## src/rtl/chan_arb_pkg.sv

```systemverilog
// Shared constants, control-word field helpers and FSM state type for chan_arbiter.
package chan_arb_pkg;

    localparam int unsigned DATA_W      = 16;
    localparam int unsigned CW_FLAG_BIT = 15;
    localparam int unsigned CW_CH_MSB   = 14;
    localparam int unsigned CW_CH_LSB   = 9;
    localparam int unsigned CW_LEN_MSB  = 8;
    localparam int unsigned CH_FIELD_W  = CW_CH_MSB - CW_CH_LSB + 1;
    localparam int unsigned LEN_W       = 9;

    localparam logic [DATA_W-1:0] PAD_WORD = 16'h0000;

    typedef enum logic [1:0] {
        SCAN = 2'd0,
        DATA = 2'd1,
        PAD  = 2'd2
    } state_t;

    // Source channel recorded in a control word.
    function automatic logic [CH_FIELD_W-1:0] cw_chan(input logic [DATA_W-1:0] w);
        return w[CW_CH_MSB:CW_CH_LSB];
    endfunction

    // Remaining data words announced by a control word.
    function automatic logic [LEN_W-1:0] cw_len(input logic [DATA_W-1:0] w);
        return w[CW_LEN_MSB:0];
    endfunction

endpackage

```

## src/rtl/chan_arbiter.sv

```systemverilog
// Round-robin block arbiter: polls NCH channel FIFOs and forwards whole blocks as one stream.
// Optional stall timeout with zero padding: define CHAN_ARB_TIMEOUT_EN (parameter TMO).
module chan_arbiter
    import chan_arb_pkg::*;
#(
    parameter int unsigned NCH   = 16,
    parameter int unsigned PBITS = 4
`ifdef CHAN_ARB_TIMEOUT_EN
    ,
    parameter int unsigned TMO   = 255
`endif
) (
    input  logic              clk,
    input  logic              rst_n,
    output logic [NCH-1:0]    give,
    input  logic [NCH-1:0]    have,
    input  logic [DATA_W-1:0] din,
    input  logic              out_rdy,
    output logic [DATA_W-1:0] dout,
    output logic              dvld,
    output logic              dsof,
    output logic              deof,
    output logic [PBITS-1:0]  cur_ch,
    output logic [15:0]       blk_cnt,
    output logic              err
);

    localparam logic [PBITS-1:0] LAST_CH = PBITS'(NCH - 1);

`ifdef CHAN_ARB_TIMEOUT_EN
    localparam int unsigned STALL_W = (TMO > 1) ? $clog2(TMO + 1) : 1;
    logic [STALL_W-1:0] stall;
`endif

    state_t           state;
    logic [LEN_W-1:0] rem;
    logic [NCH-1:0]   sel;
    logic             hv;
    logic             take;
    logic             is_cw;
    logic [LEN_W-1:0] len_in;
    logic [PBITS-1:0] nxt_ch;

    // One-hot decode of the pointer; give is withheld while stalled, padding or in reset.
    assign sel    = NCH'(1) << cur_ch;
    assign hv     = |(have & sel);
    assign give   = (rst_n && out_rdy && (state != PAD)) ? sel : '0;
    assign take   = hv && out_rdy && (state != PAD);
    assign is_cw  = din[CW_FLAG_BIT];
    assign len_in = cw_len(din);
    assign nxt_ch = (cur_ch == LAST_CH) ? '0 : cur_ch + 1'b1;

    always_ff @(posedge clk or negedge rst_n) begin
        if (!rst_n) begin
            state   <= SCAN;
            rem     <= '0;
            cur_ch  <= '0;
            dout    <= '0;
            dvld    <= 1'b0;
            dsof    <= 1'b0;
            deof    <= 1'b0;
            err     <= 1'b0;
            blk_cnt <= '0;
`ifdef CHAN_ARB_TIMEOUT_EN
            stall   <= '0;
`endif
        end else begin
            dvld <= 1'b0;
            dsof <= 1'b0;
            deof <= 1'b0;
            err  <= 1'b0;
            case (state)
                SCAN: begin
                    if (take) begin
                        if (is_cw) begin
                            dout <= din;
                            dvld <= 1'b1;
                            dsof <= 1'b1;
                            rem  <= len_in;
                            if (len_in == '0) begin
                                deof    <= 1'b1;
                                blk_cnt <= blk_cnt + 1'b1;
                                cur_ch  <= nxt_ch;
                            end else begin
                                state <= DATA;
                            end
                        end else begin
                            // Not a block start: drop it and keep polling this channel to resync.
                            err <= 1'b1;
                        end
                    end else if (out_rdy) begin
                        cur_ch <= nxt_ch;
                    end
                end
                DATA: begin
                    if (take) begin
                        dout <= din;
                        dvld <= 1'b1;
                        err  <= is_cw;
                        rem  <= rem - 1'b1;
`ifdef CHAN_ARB_TIMEOUT_EN
                        stall <= '0;
`endif
                        if (rem == LEN_W'(1)) begin
                            deof    <= 1'b1;
                            blk_cnt <= blk_cnt + 1'b1;
                            cur_ch  <= nxt_ch;
                            state   <= SCAN;
                        end
                    end
`ifdef CHAN_ARB_TIMEOUT_EN
                    else if (out_rdy) begin
                        if (stall == STALL_W'(TMO - 1)) begin
                            err   <= 1'b1;
                            stall <= '0;
                            state <= PAD;
                        end else begin
                            stall <= stall + 1'b1;
                        end
                    end
`endif
                end
`ifdef CHAN_ARB_TIMEOUT_EN
                // Close the abandoned block with zero words so downstream framing stays intact.
                PAD: begin
                    if (out_rdy) begin
                        dout <= PAD_WORD;
                        dvld <= 1'b1;
                        rem  <= rem - 1'b1;
                        if (rem == LEN_W'(1)) begin
                            deof   <= 1'b1;
                            cur_ch <= nxt_ch;
                            state  <= SCAN;
                        end
                    end
                end
`endif
                default: state <= SCAN;
            endcase
        end
    end

endmodule

```

## config.mk

```make
export PLATFORM = sky130hd
export DESIGN_NAME = chan_arbiter
export DESIGN_NICKNAME = d
export VERILOG_FILES = /design/src/rtl/chan_arb_pkg.sv /design/src/rtl/chan_arbiter.sv
export SDC_FILE = /design/constraint.sdc
export NUM_CORES = 1
export LEC_CHECK = 0
export ABC_AREA = 1
export CORE_MARGIN = 1
export CORE_UTILIZATION = 35
export CTS_CLUSTER_SIZE = 8
export DETAILED_ROUTE_END_ITERATION = 6
export HOLD_SLACK_MARGIN = 0.1
export PLACE_DENSITY = 0.59
export SETUP_SLACK_MARGIN = 0.1
export SYNTH_ARGS = -nofsm -noshare
export SYNTH_HDL_FRONTEND = slang
export SYNTH_SLANG_ARGS = --single-unit
```

## constraint.sdc

```tcl
create_clock -name clk -period 2.75 [get_ports clk]
set_input_delay 0.275 -clock clk [delete_from_list [all_inputs] [get_ports clk]]
set_output_delay 0.275 -clock clk [all_outputs]
set_load 0.005 [all_outputs]
```

## Yosys cells after proc, flatten, opt, wreduce, memory -nomap -nowiden

Index checks and enable logic that the tools add are counted.

| word-level totals | value |
|---|---|
| bits in registers | 51 |
| output and inout port bits | 56 |
| logic and storage cells | 83 |

| operators by class | value |
|---|---|
| $add $sub $neg | 3 |
| equal/unequal tests | 13 |
| shifts and indexed selects | 1 |
| mux-type cells | 44 |
| bitwise logic cells | 1 |
| reductions and logical operators | 12 |

Operators by type and width:

| cell | count |
|---|---|
| 2-to-1 mux 16 bit | 9 |
| one-hot mux 16 bit (2 select lines) | 2 |
| 2-to-1 mux 4 bit | 7 |
| 2-to-1 mux 9 bit | 3 |
| one-hot mux 9 bit (2 select lines) | 1 |
| adder 16 x 1 -> 16 bit, second input constant | 1 |
| AND 16 bit | 1 |
| OR reduction 16 bit | 1 |
| << shifter 1 x 4 -> 16 bit, first input constant | 1 |
| != test 2 bit, second input constant | 7 |
| 2-to-1 mux 1 bit | 12 |
| AND reduction 6 bit | 2 |
| 2-to-1 mux 2 bit | 5 |
| equality test 9 x 1 -> 1 bit, second input constant | 1 |
| logical NOT 9 bit | 1 |
| != test 3 bit, second input constant | 3 |
| subtractor 9 x 1 -> 9 bit, second input constant | 1 |
| one-hot mux 4 bit (2 select lines) | 1 |
| one-hot mux 1 bit (2 select lines) | 3 |
| AND reduction 5 bit | 1 |
| adder 4 x 1 -> 4 bit, second input constant | 1 |
| equality test 4 bit, second input constant | 1 |
| logical AND 1 bit | 4 |
| one-hot mux 2 bit (2 select lines) | 1 |
| other kinds (4) | 4 |

## Logic depth before layout (Yosys ltp)

Gate-level depths: netlist (run 1).

| depth | value |
|---|---|
| word-level depth | 7 |
| mapped depth | 14 |
| gate-level depth less buffers | 13 |

## Worst setup path before layout (run 1)

No wires, ideal clock.

| path | value |
|---|---|
| path type | flip-flop to flip-flop |
| start point | register cur_ch[0] |
| end point | register cur_ch[1] |
| library setup time | 0.123 ns |
| arrival | 1.724 ns |
| slack | 0.903 ns |
| stages on the path, launching flop included | 13 |
| path through | dfrtp_1 ha_1 ha_1 nand3_1 nand2_1 nor2_1 nand2_1 o21ai_2 nand2_1 nand2_1 nor2_1 nand2_1 nand2_1 |

| on the way | value |
|---|---|
| longest elaborated chain between the ends | 7 |

RTL lines:

| element | RTL line | source |
|---|---|---|
| start: declaration | chan_arbiter.sv:23 | `output logic [PBITS-1:0] cur_ch,` |
| start signal: assignment | chan_arbiter.sv:83 | `cur_ch <= nxt_ch;` |
| start signal: assignment | chan_arbiter.sv:92 | `cur_ch <= nxt_ch;` |
| start signal: assignment | chan_arbiter.sv:107 | `cur_ch <= nxt_ch;` |
| parallel branches: the longest is 7 deep, another holds adder 4 x 1 -> 4 bit | n/a |  |

Several ways; the timed one is not identified. The select of a mux whose other input is x is not followed.
A chain may end at the register's enable or synchronous reset.

## Worst setup path in the final report (run 1)

| path | value |
|---|---|
| start point | register cur_ch[2] |
| end point | output give[3] |

| on the way | value |
|---|---|
| longest elaborated chain between the ends | 2 |

RTL lines:

| element | RTL line | source |
|---|---|---|
| << shifter 1 x 4 -> 16 bit | chan_arbiter.sv:45 | `assign sel = NCH'(1) << cur_ch;` |
| 2-to-1 mux 16 bit | chan_arbiter.sv:47 | `assign give = (rst_n && out_rdy && (state != PAD)) ? sel : '0;` |
| end: declaration | chan_arbiter.sv:15 | `output logic [NCH-1:0] give,` |

Every way passes these cells.

==> flow_summary.yaml, run 1 <==
floorplan:
  dieArea_mm2: 0.00918
  die_w_um: 95.8
  coreArea_mm2: 0.00838
  initial_utilization: 0.368
  num_io_pins: 91
  num_rows: 33
  die_y_um: 95.8
synth:
  yosys_warnings: 0
  async_reset_ff_frac: 1.00
  synth.top_cells.by_area: "dfrtp_1 41%, nand2_1 14%, inv_1 6.0%, nor2_1 5.8%, nand3_1 5.4%"
  syn_inst: 423
  yosys_register_bits: 50
  synth-edff-count: 0
  ys.flop_type: "dfrtp_1"
  netlist.area_leader.share: 0.406
  synth_seq_area_share: 0.406
  synthesis.nets: 467
  yosys.cell_count.top_type: "nand2_1"
  syn-mean-instance-area_um2: 7.29
  synth.distinct_cells: 30
  synth_area_mm2: 0.00308
  synth_common_cells: "112 x nand2_1, 50 x dfrtp_1, 49 x inv_1"
  synth_area_leader_cell: "dfrtp_1"
timing:
  finalMaxSlewViolations: 0
  setup_tns_ps: 0
  hold_viol: 0
  slew_headroom: 0.557
  finalClockSkew_ps: 11.1
  timing.final.ws_setup_ps: 385
  min_period_ps: 2370
  period_share: 0.860
  rsz0062_at_grt: "false"
  tightest_slew_ps: 664
  timing.fmax_ghz: 0.423
  setup_viol: 0
global_routing:
  busiest_layer: "met2"
  grtUsageMet2: 0.295
  grt.overflow.total: 0
  grt_antenna_before_repair: 0
  grt_use_met3: 0.0371
  met1_usage: 0.243
  grt_max_degree: 51
  grt_pass1_vias: 2758
  track_usage: 0.180
  grt_pass1_wl_um: 12800
finish:
  diodes: 0
  layout.nets: 550
  drive_gt1_frac: 0.0434
  utilization: 0.488
  area_growth_syn_to_layout_pct: 32.6
critical_path:
  startpoint_type: "register"
  crit_path_start: "cur_ch[2]"
  required_ps: 2480
  crit_path_end_kind: "output pin"
  path_class: "reg2out"
  crit_arrival_ps: 2090
  cp_max_fo: 14
  r2r_start: "cur_ch[3]"
clocking:
  clk_path_buf_depth: 2
  clk_pin_slew_ps: 90
  cts_tree: "yes"
  cts_resized: 0
  cts_root_buf: "clkbuf_8"
  htreeDepth: 2
  hold_buffers: 0
  clkSinkCount: 50
  cts_buffers: 5
  post-cts-setup-buffer-count: 0
  clkLatencyLatePin_ps: 310
placed_design:
  dp_hpwl_um: 5730
  dpl_worst_slack_ps: 433
  globalplace.congestion: 0.913
  io_buffers: 90
route:
  vias: 2958
  antenna_left: 0
  vias_per_cell: 4.83
  drtIter0Drc: 109
  drt-total-wl_um: 7590
  routedWlPerCell_um: 12.4
  drtPass1Iterations: 4
  drcViolationCount: 0
power:
  powerDensity_mw_per_mm2: 720
  p_leak_nw: 1.84
  ir_worst_vdd_uv: 339
flow_run:
  max_cap_viol_count: 0
run_status:
  status: "completed"
hold_path:
  hold_class: "in2async"
==> registers in the layout (all words and copies together), names as in the netlist <==
| name | count |
|---|---|
| deof | 1 |
| dvld | 1 |
| dout | 16 |
| cur_ch | 4 |
| err | 1 |
| dsof | 1 |
| rem | 9 |
| blk_cnt | 16 |
| state | 1 |
==> critical path, stage by stage, from the launching register on <==
cell	delay [ps]
dfrtp_1	490
inv_2	240
ha_1	240
inv_1	70
nor3_1	200
clkdlybuf4s50_1	550
==> metal layers <==
metal | part of all wire | routed length [um]
met2 | 0.48 | 3620
met1 | 0.47 | 3580
met5 | 0 | 0
met4 | 0.0061 | 46
met3 | 0.045 | 341
==> layout by cell type (no fill, tap or decap), drive strengths merged, types with 7 or more instances in the layout <==
cell / n
xnor2: 11
nand4: 13
dfrtp: 50
ha: 9
xor2: 7
nand3: 34
o21ai: 44
clkdlybuf4s50: 89
nor2: 49
nor3: 12
nand2: 112
inv: 53
==> per-stage QoR <==
step | std cells | area (um^2) | hold WS, ps | power [mW]
floorplan | 423 | 3080 | -20.6 | 1.96
global placement | 604 | 4000 | 455 | 2.52
detailed placement | 604 | 4000 | 456 | 2.55
CTS | 612 | 4090 | 112 | 2.99
global route | 612 | 4090 | 140 | 3.22
finish | 612 | 4090 | 90.6 | 2.94
==> power by group <==
| group | total, mW | switching (mW) | leakage, nW | internal [mW] |
|---|---|---|---|---|
| Clock | 0.428 | 0.248 | 0.0452 | 0.180 |
| Combinational | 1.39 | 0.738 | 1.15 | 0.650 |
| Sequential | 1.13 | 0.171 | 0.651 | 0.954 |
==> final cells by class <==
class / instances / area, um^2
well taps: 105 / 131
repair buffers: 95 / 933
inverters: 53 / 201
clock buffers: 6 / 72.6
flip-flops and latches: 50 / 1250
multi-input cells: 301 / 1480
fillers: 850 / 4300
clock inverters: 2 / 13.8
==> final timing paths <==
| kind | to | slack [ps] | depth (start not counted) |
|---|---|---|---|
| min in group clk | dout[1] | 480 | 2 |
| worst min register to register | dout[1] | 480 | 2 |
| worst min-delay path | blk_cnt[5] | 90 | 2 |
| worst max register to register | blk_cnt[1] | 450 | 11 |
| max in group asynchronous | rem[8] | 2240 | 2 |
| worst max-delay path | give[3] | 380 | 5 |
==> cell families (layout without fill, tap and decap cells) <==
group | Yosys count | after routing | share of synthesized area
and+or+nand+nor | 223 | 223 | 0.306
buffers and inverters | 72 | 156 | 0.113
AOI/OAI and AO/OA | 51 | 51 | 0.0873
DFF | 50 | 50 | 0.406
xor gates and xnor gates | 18 | 18 | 0.0512
adders and majority gates | 9 | 9 | 0.0365
Note: power is estimated with default switching activity, not from simulation.
==> run 2: changes to the inputs <==
--- a/config.mk
+++ b/config.mk
@@ -7,11 +7,11 @@
 export LEC_CHECK = 0
 export ABC_AREA = 1
 export CORE_MARGIN = 1
-export CORE_UTILIZATION = 35
+export CORE_UTILIZATION = 50
 export CTS_CLUSTER_SIZE = 8
 export DETAILED_ROUTE_END_ITERATION = 6
 export HOLD_SLACK_MARGIN = 0.1
-export PLACE_DENSITY = 0.59
+export PLACE_DENSITY = 0.81
 export SETUP_SLACK_MARGIN = 0.1
 export SYNTH_ARGS = -nofsm -noshare
 export SYNTH_HDL_FRONTEND = slang
==> run 2 against run 1 <==
Clock skew rose by 2.9 ps. Cell count decreased by 4.7%. Hold slack got worse by 25 ps. Global-route usage increased by 5.5 points. Via count unchanged. Combinational power barely moved. Power rose by 1.8%. Core utilization increased by 20 points. Register-to-register slack got worse by 150 ps. Die area shrank 29%. Largest cell class unchanged. Clock power is 7.5% higher. Routed wire length decreased by 3.5%.
==> flow_summary.yaml, run 2 (synthesis gave the netlist of run 1 again) <==
timing:
  slew_headroom: 0.577
  rsz0062_at_grt: "true"
  period_share: 0.889
  tightest_slew_ps: 634
  min_period_ps: 2450
  hold_viol: 0
  setup_viol: 0
  finalClockSkew_ps: 14.0
  timing.final.ws_setup_ps: 304
  timing.fmax_ghz: 0.409
  finalMaxSlewViolations: 0
hold_path:
  hold_class: "in2async"
finish:
  layout_commonest_cell: "nand2_1"
  area_growth_syn_to_layout_pct: 32.1
  final_cell_area_mm2: 0.00407
  drive_gt1_frac: 0.0453
  reg_top3: "blk_cnt (16), dout (16), rem (9)"
  mostFrequentLayoutCells: "112 x nand2_1, 89 x clkdlybuf4s50_1, 50 x dfrtp_1, 49 x inv_1, 48 x nor2_1"
  diodes: 0
  layout.nets: 551
placed_design:
  dp_hpwl_um: 5420
  dpl-instance-area_mm2: 0.00396
  dpl_worst_slack_ps: -113
  io_buffers: 90
  globalplace.congestion: 0.904
route:
  drtIter0Drc: 145
  antenna_left: 0
  drt-total-wl_um: 7330
  vias: 2958
  drtPass1Iterations: 4
  routedWlPerCell_um: 12.6
  drcViolationCount: 0
  vias_per_cell: 5.07
clocking:
  post-cts-setup-buffer-count: 0
  clk_pin_slew_ps: 100
  clkSinkCount: 50
  cts_tree: "yes"
  cts_buffers: 5
  clk_path_buf_depth: 2
  htreeDepth: 2
  clkLatencyLatePin_ps: 310
  cts_root_buf: "clkbuf_8"
power:
  powerDensity_mw_per_mm2: 736
  ir_worst_vdd_uv: 508
  p_leak_nw: 1.85
floorplan:
  die_w_um: 80.5
  coreArea_mm2: 0.00592
  num_rows: 28
  initial_utilization: 0.520
  num_io_pins: 91
  die_y_um: 80.5
  dieArea_mm2: 0.00648
critical_path:
  startpoint_type: "register"
  crit_arrival_ps: 2680
  cp_max_fo: 30
  crit_path_end_kind: "register"
  r2r_start: "cur_ch[0]"
  required_ps: 2980
  path_class: "reg2reg"
  crit_path_start: "cur_ch[0]"
global_routing:
  grt.overflow.total: 0
  grt_pass1_wl_um: 11800
  grt_antenna_before_repair: 0
  track_usage: 0.234
  grt_max_degree: 51
  grt_pass1_vias: 2670
run_status:
  status: "completed"
flow_run:
  max_cap_viol_count: 0
-- run 2: repair_timing --
| item | in CTS | in global routing |
|---|---|---|
| setup endpoints to repair | 22 | 14 |
| hold buffers | 0 | 0 |
| hold endpoints to repair | 0 | 0 |
| cloned | 0 | 1 |
| resized for setup | 1 | 2 |
| pin swaps | 0 | 1 |
-- run 2: path summary, 6_finish.rpt --
path / to / slack (ps) / cells past startpoint
worst min-delay path: blk_cnt[5] / 70 / 2
min in group clk: dout[12] / 480 / 2
worst max-delay path: blk_cnt[11] / 300 / 11
worst min register to register: dout[12] / 480 / 2
worst max register to register: blk_cnt[11] / 300 / 11
max in group asynchronous: cur_ch[2] / 2230 / 2
-- run 2: per-stage QoR --
stage / cells / TNS (ps) / total power [mW] / util / hold WS, ps
global route: 583 / 0 / 3.24 / 0.688 / 134
detailed placement: 574 / -322 / 2.52 / 0.669 / 451
finish: 583 / 0 / 2.99 / 0.688 / 65.8
global placement: 574 / 0 / 2.49 / 0.669 / 443
CTS: 582 / 0 / 3.00 / 0.686 / 100
floorplan: 423 / 0 / 1.96 / - / -20.6
-- run 2: where the power goes --
group | switching (mW) | total [mW] | internal [mW]
logic | 0.742 | 1.41 | 0.666
registers | 0.173 | 1.13 | 0.954
clock network | 0.251 | 0.460 | 0.208
-- run 2: layout make-up --
class                           instances  area [um^2]
Fill cell                             528         1850
Timing Repair Buffer                   95          933
Tap cell                               75         93.8
Sequential cell                        50         1250
Clock buffer                            7         86.3
Clock inverter                          1         8.76
Inverter                               53          204
Multi-Input combinational cell        302         1490
-- run 2: layer usage --
layer | vias to the layer above | GRT usage | share of wire
li1 | 1517 | - | -
met1 | 1339 | 0.288 | 0.44
met2 | 90 | 0.417 | 0.50
met3 | 12 | 0.0466 | 0.055
met4 | 0 | 0.0554 | 0.013
met5 | - | 0 | 0
-- run 2: worst max-delay path, cell delays in order (launching register included) --
cell     delay, ps
dfrtp_1        440
ha_1           270
ha_1           240
nand3_1        120
nand2_1         70
nor2_1         100
nand2_1         80
o21ai_2        310
inv_2           90
nand3_2        410
nand2_1        120
o21ai_1        100
==> run 3: changes to the inputs <==
--- a/config.mk
+++ b/config.mk
@@ -6,12 +6,13 @@
 export NUM_CORES = 1
 export LEC_CHECK = 0
 export ABC_AREA = 1
+export CORE_ASPECT_RATIO = 1.75
 export CORE_MARGIN = 1
-export CORE_UTILIZATION = 50
+export CORE_UTILIZATION = 51
 export CTS_CLUSTER_SIZE = 8
 export DETAILED_ROUTE_END_ITERATION = 6
 export HOLD_SLACK_MARGIN = 0.1
-export PLACE_DENSITY = 0.81
+export PLACE_DENSITY = 0.82
 export SETUP_SLACK_MARGIN = 0.1
 export SYNTH_ARGS = -nofsm -noshare
 export SYNTH_HDL_FRONTEND = slang
==> run 3 against run 2 <==
Sequential share of layout area is 0.075 points lower. Clock power is 17% higher. Cell count is 0.17% higher. Power is 2.5% higher. Clock skew is 2.6 ps lower. Global-route usage is 2.2 points higher. Critical path depth stayed put. Worst setup slack better by 61 ps. First-iteration DRC count is 34% higher. Routed wire length is 2.7% higher.
==> flow_summary.yaml, run 3 (synthesis gave the netlist of run 1 again) <==
finish:
  diodes: 0
  mostFrequentLayoutCells: "112 x nand2_1, 89 x clkdlybuf4s50_1, 50 x dfrtp_1, 49 x inv_1, 48 x nor2_1"
  area_growth_syn_to_layout_pct: 32.4
  layout.nets: 549
  drive_gt1_frac: 0.0435
  reg_top3: "blk_cnt (16), dout (16), rem (9)"
  layout_commonest_cell: "nand2_1"
  utilization: 0.700
floorplan:
  num_io_pins: 91
  num_rows: 37
  die_w_um: 60.8
  initial_utilization: 0.528
  coreArea_mm2: 0.00583
  die_y_um: 105
  dieArea_mm2: 0.00637
route:
  routedWlPerCell_um: 12.9
  vias: 3010
  antenna_left: 0
  drcViolationCount: 0
  drtIter0Drc: 194
  vias_per_cell: 5.15
  drtPass1Iterations: 5
  drt-total-wl_um: 7520
global_routing:
  busiest_layer: "met2"
  met1_usage: 0.300
  grt.overflow.total: 0
  grt_pass1_vias: 2902
  track_usage: 0.256
  grt_use_met3: 0.0322
  grt_antenna_before_repair: 0
  grt_max_degree: 51
  grt_pass1_wl_um: 12600
  grtUsageMet2: 0.447
clocking:
  cts_tree: "yes"
  htreeDepth: 2
  cts_buffers: 5
  cts_root_buf: "clkbuf_8"
  clk_pin_slew_ps: 100
  clkSinkCount: 50
  clk_path_buf_depth: 2
  clkLatencyLatePin_ps: 310
  hold_buffers: 0
power:
  power_mw: 3.07
  switching_share: 0.387
  p_seq_frac: 0.364
  clockPowerShare: 0.175
  switchingPower_mw: 1.19
  ir_worst_vdd_uv: 517
  comb_power_share: 0.461
  p_leak_nw: 1.85
  powerDensity_mw_per_mm2: 752
  internal_power_mw: 1.88
timing:
  finalClockSkew_ps: 11.4
  rsz0062_at_grt: "false"
  timing.fmax_ghz: 0.419
  setup_viol: 0
  finalMaxSlewViolations: 0
  slew_headroom: 0.582
  hold_viol: 0
  tightest_slew_ps: 627
  setup_tns_ps: 0
  min_period_ps: 2390
  period_share: 0.867
critical_path:
  cp_max_fo: 30
  reg2reg_slack_ps: 360
  worstPathCellList: "ha_1 > ha_1 > nand3_1 > nand2_1 > nor2_1 > nand2_1 > o21ai_2 > inv_2 > nand3_2 > nand2_1 > o21ai_1"
  startpoint_type: "register"
  crit_path_start: "cur_ch[0]"
  path_class: "reg2reg"
  crit_top_cell: "nand2_1"
  timing.rr.end: "blk_cnt[12]"
  crit_arrival_ps: 2620
  r2r.worst_path.cells: 11
  required_ps: 2980
  r2r_start: "cur_ch[0]"
  crit_path_end_kind: "register"
  slowest_stage: "dfrtp_1"
  max_stage_delay_ps: 440
placed_design:
  io_buffers: 90
  globalplace.congestion: 0.912
  dp_hpwl_um: 5630
hold_path:
  hold_class: "in2async"
flow_run:
  max_cap_viol_count: 0
run_status:
  status: "completed"
run 3: changes by cell type in the layout (fill, tap and decap cells not counted):
| cell | delta |
|---|---|
| bufinv_16 | +1 |
| clkinv_4 | +1 |
| buf_4 | -2 |
| clkbuf_8 | -1 |
| clkbuf_1 | -1 |
run 3: cell type report:
class	instances	area (um^2)
fillers	509	1750
multi-input cells	302	1490
well taps	78	97.6
clock buffers	5	68.8
clock inverters	3	47.5
repair buffers	93	918
inverters	53	204
flip-flops and latches	50	1250
run 3: timing repair:
item / in CTS / in global routing
gates resized for setup: 1 / 2
setup endpoints to repair: 22 / 5
cloned: 0 / 1
setup buffers: 0 / 0
pin swaps: 0 / 1
run 3: how the worst max path moves through the flow:
stage                       end  slack [ps]  cells after the start
finish              blk_cnt[12]         360                     11
floorplan             cur_ch[1]         900                     12
CTS                  blk_cnt[1]         290                     12
global placement     blk_cnt[1]         160                     12
global route         blk_cnt[0]         130                     10
detailed placement   blk_cnt[1]        -0.9                     12
run 3: worst max-delay path, delay by kind of cell (launching register included):
family                   cells  cell delay [ps]
AND/OR/NAND/NOR              6              870
flip-flops                   1              440
AO/OA/AOI/OAI                2              400
buffers and inverters        1               80
adder cells (fa/ha/maj)      2              510
run 3: power by group through the flow:
| stage | logic, mW | clock network [mW] | registers [mW] |
|---|---|---|---|
| 4_1_cts | 1.40 | 0.549 | 1.12 |
| 5_1_grt | 1.60 | 0.578 | 1.15 |
| 6_report | 1.42 | 0.538 | 1.12 |
| 3_3_place_gp | 1.35 | 0 | 1.12 |
| 3_5_place_dp | 1.39 | 0 | 1.13 |
| 2_1_floorplan | 0.839 | 0 | 1.12 |
run 3: metal layers:
layer | wire length, um | up-vias
met5 | 0 | -
met3 | 317 | 15
met2 | 4120 | 98
met1 | 2900 | 1387
li1 | - | 1510
met4 | 181 | 0
run 3: stage by stage:
stage	cell area, um^2	cells	hold WS (ps)	worst slack, ps
floorplan	3080	423	-20.6	903
global placement	3950	575	456	157
detailed placement	3950	575	463	-0.893
CTS	4070	583	123	293
global route	4080	584	157	134
finish	4080	584	102	365
